--- src/rtl/globals.sv ---
// Shared constants for the ALU datapath control side: register/S-bus select
// codes, micro-instruction opcodes and field positions, sequencer state type.
package globals;

    localparam int WORDLEN = 16;

    localparam logic [3:0] DST_R0   = 4'd0;
    localparam logic [3:0] DST_R1   = 4'd1;
    localparam logic [3:0] DST_R2   = 4'd2;
    localparam logic [3:0] DST_R3   = 4'd3;
    localparam logic [3:0] DST_R4   = 4'd4;
    localparam logic [3:0] DST_R5   = 4'd5;
    localparam logic [3:0] DST_R6   = 4'd6;
    localparam logic [3:0] DST_R7   = 4'd7;
    localparam logic [3:0] DST_NONE = 4'hF;

    localparam logic [3:0] SBUS_R0       = 4'd0;
    localparam logic [3:0] SBUS_R1       = 4'd1;
    localparam logic [3:0] SBUS_R2       = 4'd2;
    localparam logic [3:0] SBUS_R3       = 4'd3;
    localparam logic [3:0] SBUS_R4       = 4'd4;
    localparam logic [3:0] SBUS_R5       = 4'd5;
    localparam logic [3:0] SBUS_R6       = 4'd6;
    localparam logic [3:0] SBUS_R7       = 4'd7;
    localparam logic [3:0] SBUS_ADDCONST = 4'h8;
    localparam logic [3:0] SBUS_NONE     = 4'hF;

    localparam logic [3:0] OP_NOP = 4'd0;
    localparam logic [3:0] OP_MOV = 4'd1;
    localparam logic [3:0] OP_LDC = 4'd2;
    localparam logic [3:0] OP_REP = 4'd15;

    localparam int OPC_HI   = 23;
    localparam int OPC_LO   = 20;
    localparam int DEST_HI  = 19;
    localparam int DEST_LO  = 16;
    localparam int SRC_HI   = 15;
    localparam int SRC_LO   = 12;
    localparam int CONST_HI = 11;
    localparam int CONST_LO = 0;

    typedef enum logic [1:0] {
        ST_IDLE  = 2'd0,
        ST_READ  = 2'd1,
        ST_WRITE = 2'd2
    } state_t;

    typedef struct packed {
        logic [3:0]  dest;
        logic [3:0]  sbus;
        logic [3:0]  alu;
        logic [11:0] address;
    } ctl_t;

endpackage

--- src/rtl/ctl_sequencer.sv ---
// Microsequencer: turns each accepted micro-instruction into a READ then
// WRITE control pass on the register-file buses, with optional repeat.
module ctl_sequencer
    import globals::*;
#(
    parameter int INSTR_W = 24,
    parameter int CNT_W   = 16
) (
    input  logic               clk,
    input  logic               rst_n,
    input  logic               in_valid,
    input  logic [INSTR_W-1:0] in_instr,
    output logic               in_ready,
    output logic [3:0]         ctl_dest,
    output logic [3:0]         ctl_sbus,
    output logic [11:0]        ctl_address,
    output logic [3:0]         ctl_alu,
    output logic               busy,
    output logic               err,
    output logic [CNT_W-1:0]   retired
);

    // Illegal register fields collapse to the NONE codes so nothing is written/read.
    function automatic ctl_t decode(input logic [INSTR_W-1:0] instr);
        ctl_t       d;
        logic [3:0] op;
        logic [3:0] dst;
        logic [3:0] src;
        op        = instr[OPC_HI:OPC_LO];
        dst       = instr[DEST_HI:DEST_LO];
        src       = instr[SRC_HI:SRC_LO];
        d.alu     = op;
        d.address = instr[CONST_HI:CONST_LO];
        d.dest    = dst[3] ? DST_NONE : dst;
        if (op == OP_LDC)
            d.sbus = SBUS_ADDCONST;
        else
            d.sbus = src[3] ? SBUS_NONE : src;
        return d;
    endfunction

    state_t     state_reg;
    ctl_t       cur_reg;
    logic [3:0] rep_cnt_reg;

    logic [3:0] in_op;
    logic [3:0] in_rep;
    logic       in_illegal;
    ctl_t       in_dec;

    assign in_op      = in_instr[OPC_HI:OPC_LO];
    assign in_rep     = in_instr[CONST_LO+3:CONST_LO];
    assign in_illegal = in_instr[DEST_HI] | ((in_op != OP_LDC) & in_instr[SRC_HI]);
    assign in_dec     = decode(in_instr);

    always_ff @(posedge clk or negedge rst_n) begin
        if (!rst_n) begin
            state_reg   <= ST_IDLE;
            cur_reg     <= '0;
            rep_cnt_reg <= 4'd1;
            in_ready    <= 1'b0;
            busy        <= 1'b0;
            err         <= 1'b0;
            retired     <= '0;
            ctl_dest    <= DST_NONE;
            ctl_sbus    <= SBUS_NONE;
            ctl_address <= '0;
            ctl_alu     <= '0;
        end else begin
            case (state_reg)
                ST_IDLE: begin
                    in_ready <= 1'b1;
                    if (in_valid && in_ready) begin
                        if (in_op == OP_REP) begin
                            rep_cnt_reg <= (in_rep == 4'd0) ? 4'd1 : in_rep;
                        end else if (in_op != OP_NOP) begin
                            // READ controls must be on the buses the cycle after the handshake.
                            cur_reg     <= in_dec;
                            state_reg   <= ST_READ;
                            in_ready    <= 1'b0;
                            busy        <= 1'b1;
                            ctl_dest    <= DST_NONE;
                            ctl_sbus    <= in_dec.sbus;
                            ctl_address <= in_dec.address;
                            ctl_alu     <= in_dec.alu;
                            if (in_illegal)
                                err <= 1'b1;
                        end
                    end
                end
                ST_READ: begin
                    state_reg   <= ST_WRITE;
                    ctl_dest    <= cur_reg.dest;
                    ctl_sbus    <= cur_reg.sbus;
                    ctl_address <= cur_reg.address;
                    ctl_alu     <= cur_reg.alu;
                end
                ST_WRITE: begin
                    retired  <= retired + CNT_W'(1);
                    ctl_dest <= DST_NONE;
                    if (rep_cnt_reg > 4'd1) begin
                        // Re-issue: S-bus/ALU selects stay put, only the write strobe drops.
                        rep_cnt_reg <= rep_cnt_reg - 4'd1;
                        state_reg   <= ST_READ;
                    end else begin
                        rep_cnt_reg <= 4'd1;
                        state_reg   <= ST_IDLE;
                        in_ready    <= 1'b1;
                        busy        <= 1'b0;
                        ctl_sbus    <= SBUS_NONE;
                        ctl_address <= '0;
                        ctl_alu     <= '0;
                    end
                end
                default: begin
                    state_reg <= ST_IDLE;
                end
            endcase
        end
    end

endmodule

--- config.mk ---
export PLATFORM = sky130hd
export DESIGN_NAME = ctl_sequencer
export DESIGN_NICKNAME = d
export VERILOG_FILES = /design/src/rtl/globals.sv /design/src/rtl/ctl_sequencer.sv
export SDC_FILE = /design/constraint.sdc
export NUM_CORES = 1
export LEC_CHECK = 0
export BUFFER_PORTS_ARGS = -buffer_cell sky130_fd_sc_hd__buf_2
export CAP_MARGIN = 20
export CORE_ASPECT_RATIO = 1.25
export CORE_MARGIN = 10
export CORE_UTILIZATION = 35
export CTS_BUF_LIST = sky130_fd_sc_hd__clkbuf_4 sky130_fd_sc_hd__clkbuf_8
export CTS_CLUSTER_DIAMETER = 120
export DETAILED_ROUTE_END_ITERATION = 6
export PLACE_DENSITY = 0.65
export SKIP_LAST_GASP = 1
export SLEW_MARGIN = 10
export SYNTH_ARGS = -nofsm -noshare
export SYNTH_HDL_FRONTEND = slang
export SYNTH_SLANG_ARGS = --single-unit
--- constraint.sdc ---
create_clock -name clk -period 2.55 [get_ports clk]
set_clock_uncertainty 0.2 [all_clocks]
set_input_delay 0.1275 -clock clk [delete_from_list [all_inputs] [get_ports clk]]
set_output_delay 0.1275 -clock clk [all_outputs]
set_load 0.05 [all_outputs]
==> results.sh <==
export IMPL_status="finished clean"
export IMPL_pin_count=70
export IMPL_ys_ff_latch=73
export IMPL_die_h_um=132
export IMPL_synthArstFlopShare_pct=100
export IMPL_p_seq_share_pct=32.5
export IMPL_fmax_ghz=0.445
export IMPL_clk_transition_reported_paths_ns=0.07
export IMPL_final_common_cell="buf_2"
export IMPL_antenna_found_initial=0
export IMPL_ctsRootBufferMaster="clkbuf_8"
export IMPL_tightestPinTransition_ns=0.930
export IMPL_rsz0062_at_grt="no"
export IMPL_slowest_stage="nor3_1"
export IMPL_crit_path_max_incr_delay_ns=0.47
export IMPL_rows=40
export IMPL_cts_buffers=9
export IMPL_viasPerCell=4.80
export IMPL_seq_area_frac_synth_pct=52.4
export IMPL_drt_pass1_iter_count=4
export IMPL_finalHoldViolCount=0
export IMPL_max_cap_violations=0
export IMPL_via_count=2572
export IMPL_cellPowerDensity_mw_per_mm2=1380
export IMPL_multiInputGateArea_mm2=0.00157
export IMPL_antennaDiodeCount=0
export IMPL_cts_tree="yes"
export IMPL_area_growth_pct=27.3
export IMPL_synth_edf_count=0
export IMPL_port_buffers=69
export IMPL_fin_util_pct=46.0
export IMPL_setup_viol=0
export IMPL_stdcell_area_mm2=0.00447
export IMPL_path_buf_inv=1
export IMPL_startpoint_type="flop"
export IMPL_fin_setup_tns_ns=0
export IMPL_synth_area_leader_cell="dfrtp_1"
export IMPL_fin_nets=440
export IMPL_grt_pass1_wl_mm=13.4
export IMPL_fin_ws_ns=0.305
export IMPL_post_synth_top_area_fraction_pct=45.7
export IMPL_p_leak_nw=2.08
export IMPL_crit_arrival_ns=2.29
export IMPL_syn_avg_cell_area_um2=11.5
export IMPL_worst_hold_slack_ns=0.182
export IMPL_die_width_um=110
export IMPL_synth_area_mm2=0.00351
export IMPL_postRouteAntennaNets=0
export IMPL_syn_nets=339
export IMPL_drv_slew=0
export IMPL_swShare_pct=42.7
export IMPL_initial_core_util_pct=36.1
export IMPL_gr_usage_all_layers_pct=11.7
export IMPL_synth_cell_types=41
export IMPL_pwr_share_comb_pct=52.8
export IMPL_synth_flop_cell="dfrtp_1"
export IMPL_p_clk_share_pct=14.7
export IMPL_htreeDepth=3
export IMPL_power_switching_w=0.00263
export IMPL_globalplace_congestion=0.761
export IMPL_crit_start="state_reg[0]$_DFFE_PN0P_"
export IMPL_max_slew_margin_pct=38.0
export IMPL_grt_max_degree=74
export IMPL_core_mm2=0.00971
export IMPL_rr_startpoint="state_reg[0]$_DFFE_PN0P_"
export IMPL_dp_worst_setup_slack_ns=0.311
export IMPL_timing_final_crit_period_ns=2.25
export IMPL_seq_area_mm2=0.00184
export IMPL_drive_gt1_share_pct=36.8
export IMPL_route_detailed_drc=0
export IMPL_die_area_mm2=0.0144
export IMPL_cts_sinks=73
export IMPL_path_max_fanout=12
export IMPL_final_cell_mix="68 x buf_2, 64 x dfrtp_1, 31 x nand2_1, 27 x dlygate4sd3_1, 24 x mux2_2"
export IMPL_yosys_warnings=0
export IMPL_nFillCells=904
export IMPL_cts_resized=0
export IMPL_clk_latency_ns=0.36
export IMPL_cpMostUsedCell="nand3_1"
export IMPL_wirelength_mm=8.01
export IMPL_grt_pass1_vias=2691
export IMPL_end_kind="flop"
export IMPL_dpl_cell_area_mm2=0.00400
export IMPL_internal_power_w=0.00353
export IMPL_drtIter0Drc=161
export IMPL_wl_per_cell_um=14.9
export IMPL_synth_area_leaders="dfrtp_1 46%, mux2_4 8.6%, mux2_2 7.7%, dfstp_2 6.7%, nand2_1 3.3%"
export IMPL_cts_buffer_depth=2
export IMPL_ir_drop_v=0.000559
export IMPL_worstHoldPathType="in -> reg"
export IMPL_fin_crit_sh_pct=88.0
export IMPL_crit_required_ns=2.59
export IMPL_hpwlAfterDp_mm=5.58
export IMPL_synth_cells=304
export IMPL_crit_family="simple AND/OR/NAND/NOR gates"
export IMPL_worstHoldStart="in_valid"
export IMPL_crit_chain="inv_1 > ha_1 > nand3_1 > nor3_1 > nand3_1 > xnor2_1"
export IMPL_grt_overflow=0
export IMPL_worstSetupPathType="reg -> reg"
export IMPL_largest_reg_flops=24
metal layers:
| layer | part of all wire [%] | GRT usage, % |
|---|---|---|
| met5 | 0 | 0 |
| met4 | 1.9 | 5.36 |
| met3 | 5.5 | 3.67 |
| met2 | 50 | 18.7 |
| met1 | 43 | 13.8 |
area by class of cell:
class	count	share of cell area (%)
sequential	73	41.2
multi-input combinational	211	35.1
timing repair buffer	104	15.5
tap	126	3.53
clock buffer	12	3.28
clock inverter	4	1.01
inverter	6	0.504
through the flow:
step / power [W] / instances
final: 0.00616 / 536
after global routing: 0.00659 / 536
after CTS: 0.00624 / 536
after detailed placement: 0.00529 / 493
after global placement: 0.00520 / 493
after floorplan: 0.00459 / 304
worst min-delay path, delay by kind of cell:
| kind | cells | cell delay [ns] |
|---|---|---|
| compound gates | 1 | 0.06 |
| buf+inv | 2 | 0.27 |
| simple gates | 3 | 0.22 |
cell usage after synthesis, types with 2 or more instances:
master	n
nand2_1	31
clkbuf_1	6
o21ai_0	13
buf_6	4
xor2_1	5
inv_1	6
nand3b_1	2
nand3_1	14
ha_1	8
nand2b_1	4
a21oi_1	22
nor3_1	7
mux2_4	20
dfrtp_1	64
nor2_1	23
and3_1	2
nand4_1	3
buf_2	2
dfstp_2	9
mux2i_1	5
o22ai_1	2
xnor2_1	10
mux2_2	24
repair_timing:
item                                    in CTS  in global routing
hold buffers                                27                  0
endpoints found under the hold margin       99                  0
endpoints found under the setup margin       0                  0
buffers inserted                             0                  0
cell families after synthesis:
group / synth area share (%)
AND/OR/NAND/NOR: 12.8
flip-flops: 52.4
multiplexers: 17.7
AO/OA/AOI/OAI: 7.35
buffers and inverters: 3.17
XOR/XNOR: 3.75
adder cells (fa/ha/maj): 2.85
path summary, 6_finish.rpt:
kind	depth (start not counted)	to	slack (ns)
max in group asynchronous	2	cur_reg[15]$_DFFE_PN0P_	1.28
setup / recovery	6	retired[12]$_DFFE_PN0P_	0.30
hold reg to reg	2	cur_reg[21]$_DFFE_PN0P_	0.27
setup reg to reg	6	retired[12]$_DFFE_PN0P_	0.30
min in group asynchronous	2	retired[9]$_DFFE_PN0P_	0.25
hold / removal	6	rep_cnt_reg[2]$_DFFE_PN0P_	0.18
power groups by stage:
stage	Clock (W)	Sequential, W	Combinational (W)
floorplan	0	0.00279	0.00181
global route	0.000986	0.00208	0.00353
finish	0.000904	0.00200	0.00325
detailed placement	0	0.00202	0.00326
global placement	0	0.00200	0.00319
CTS	0.000930	0.00201	0.00330
No activity file was read; power rests on OpenSTA's default activity.
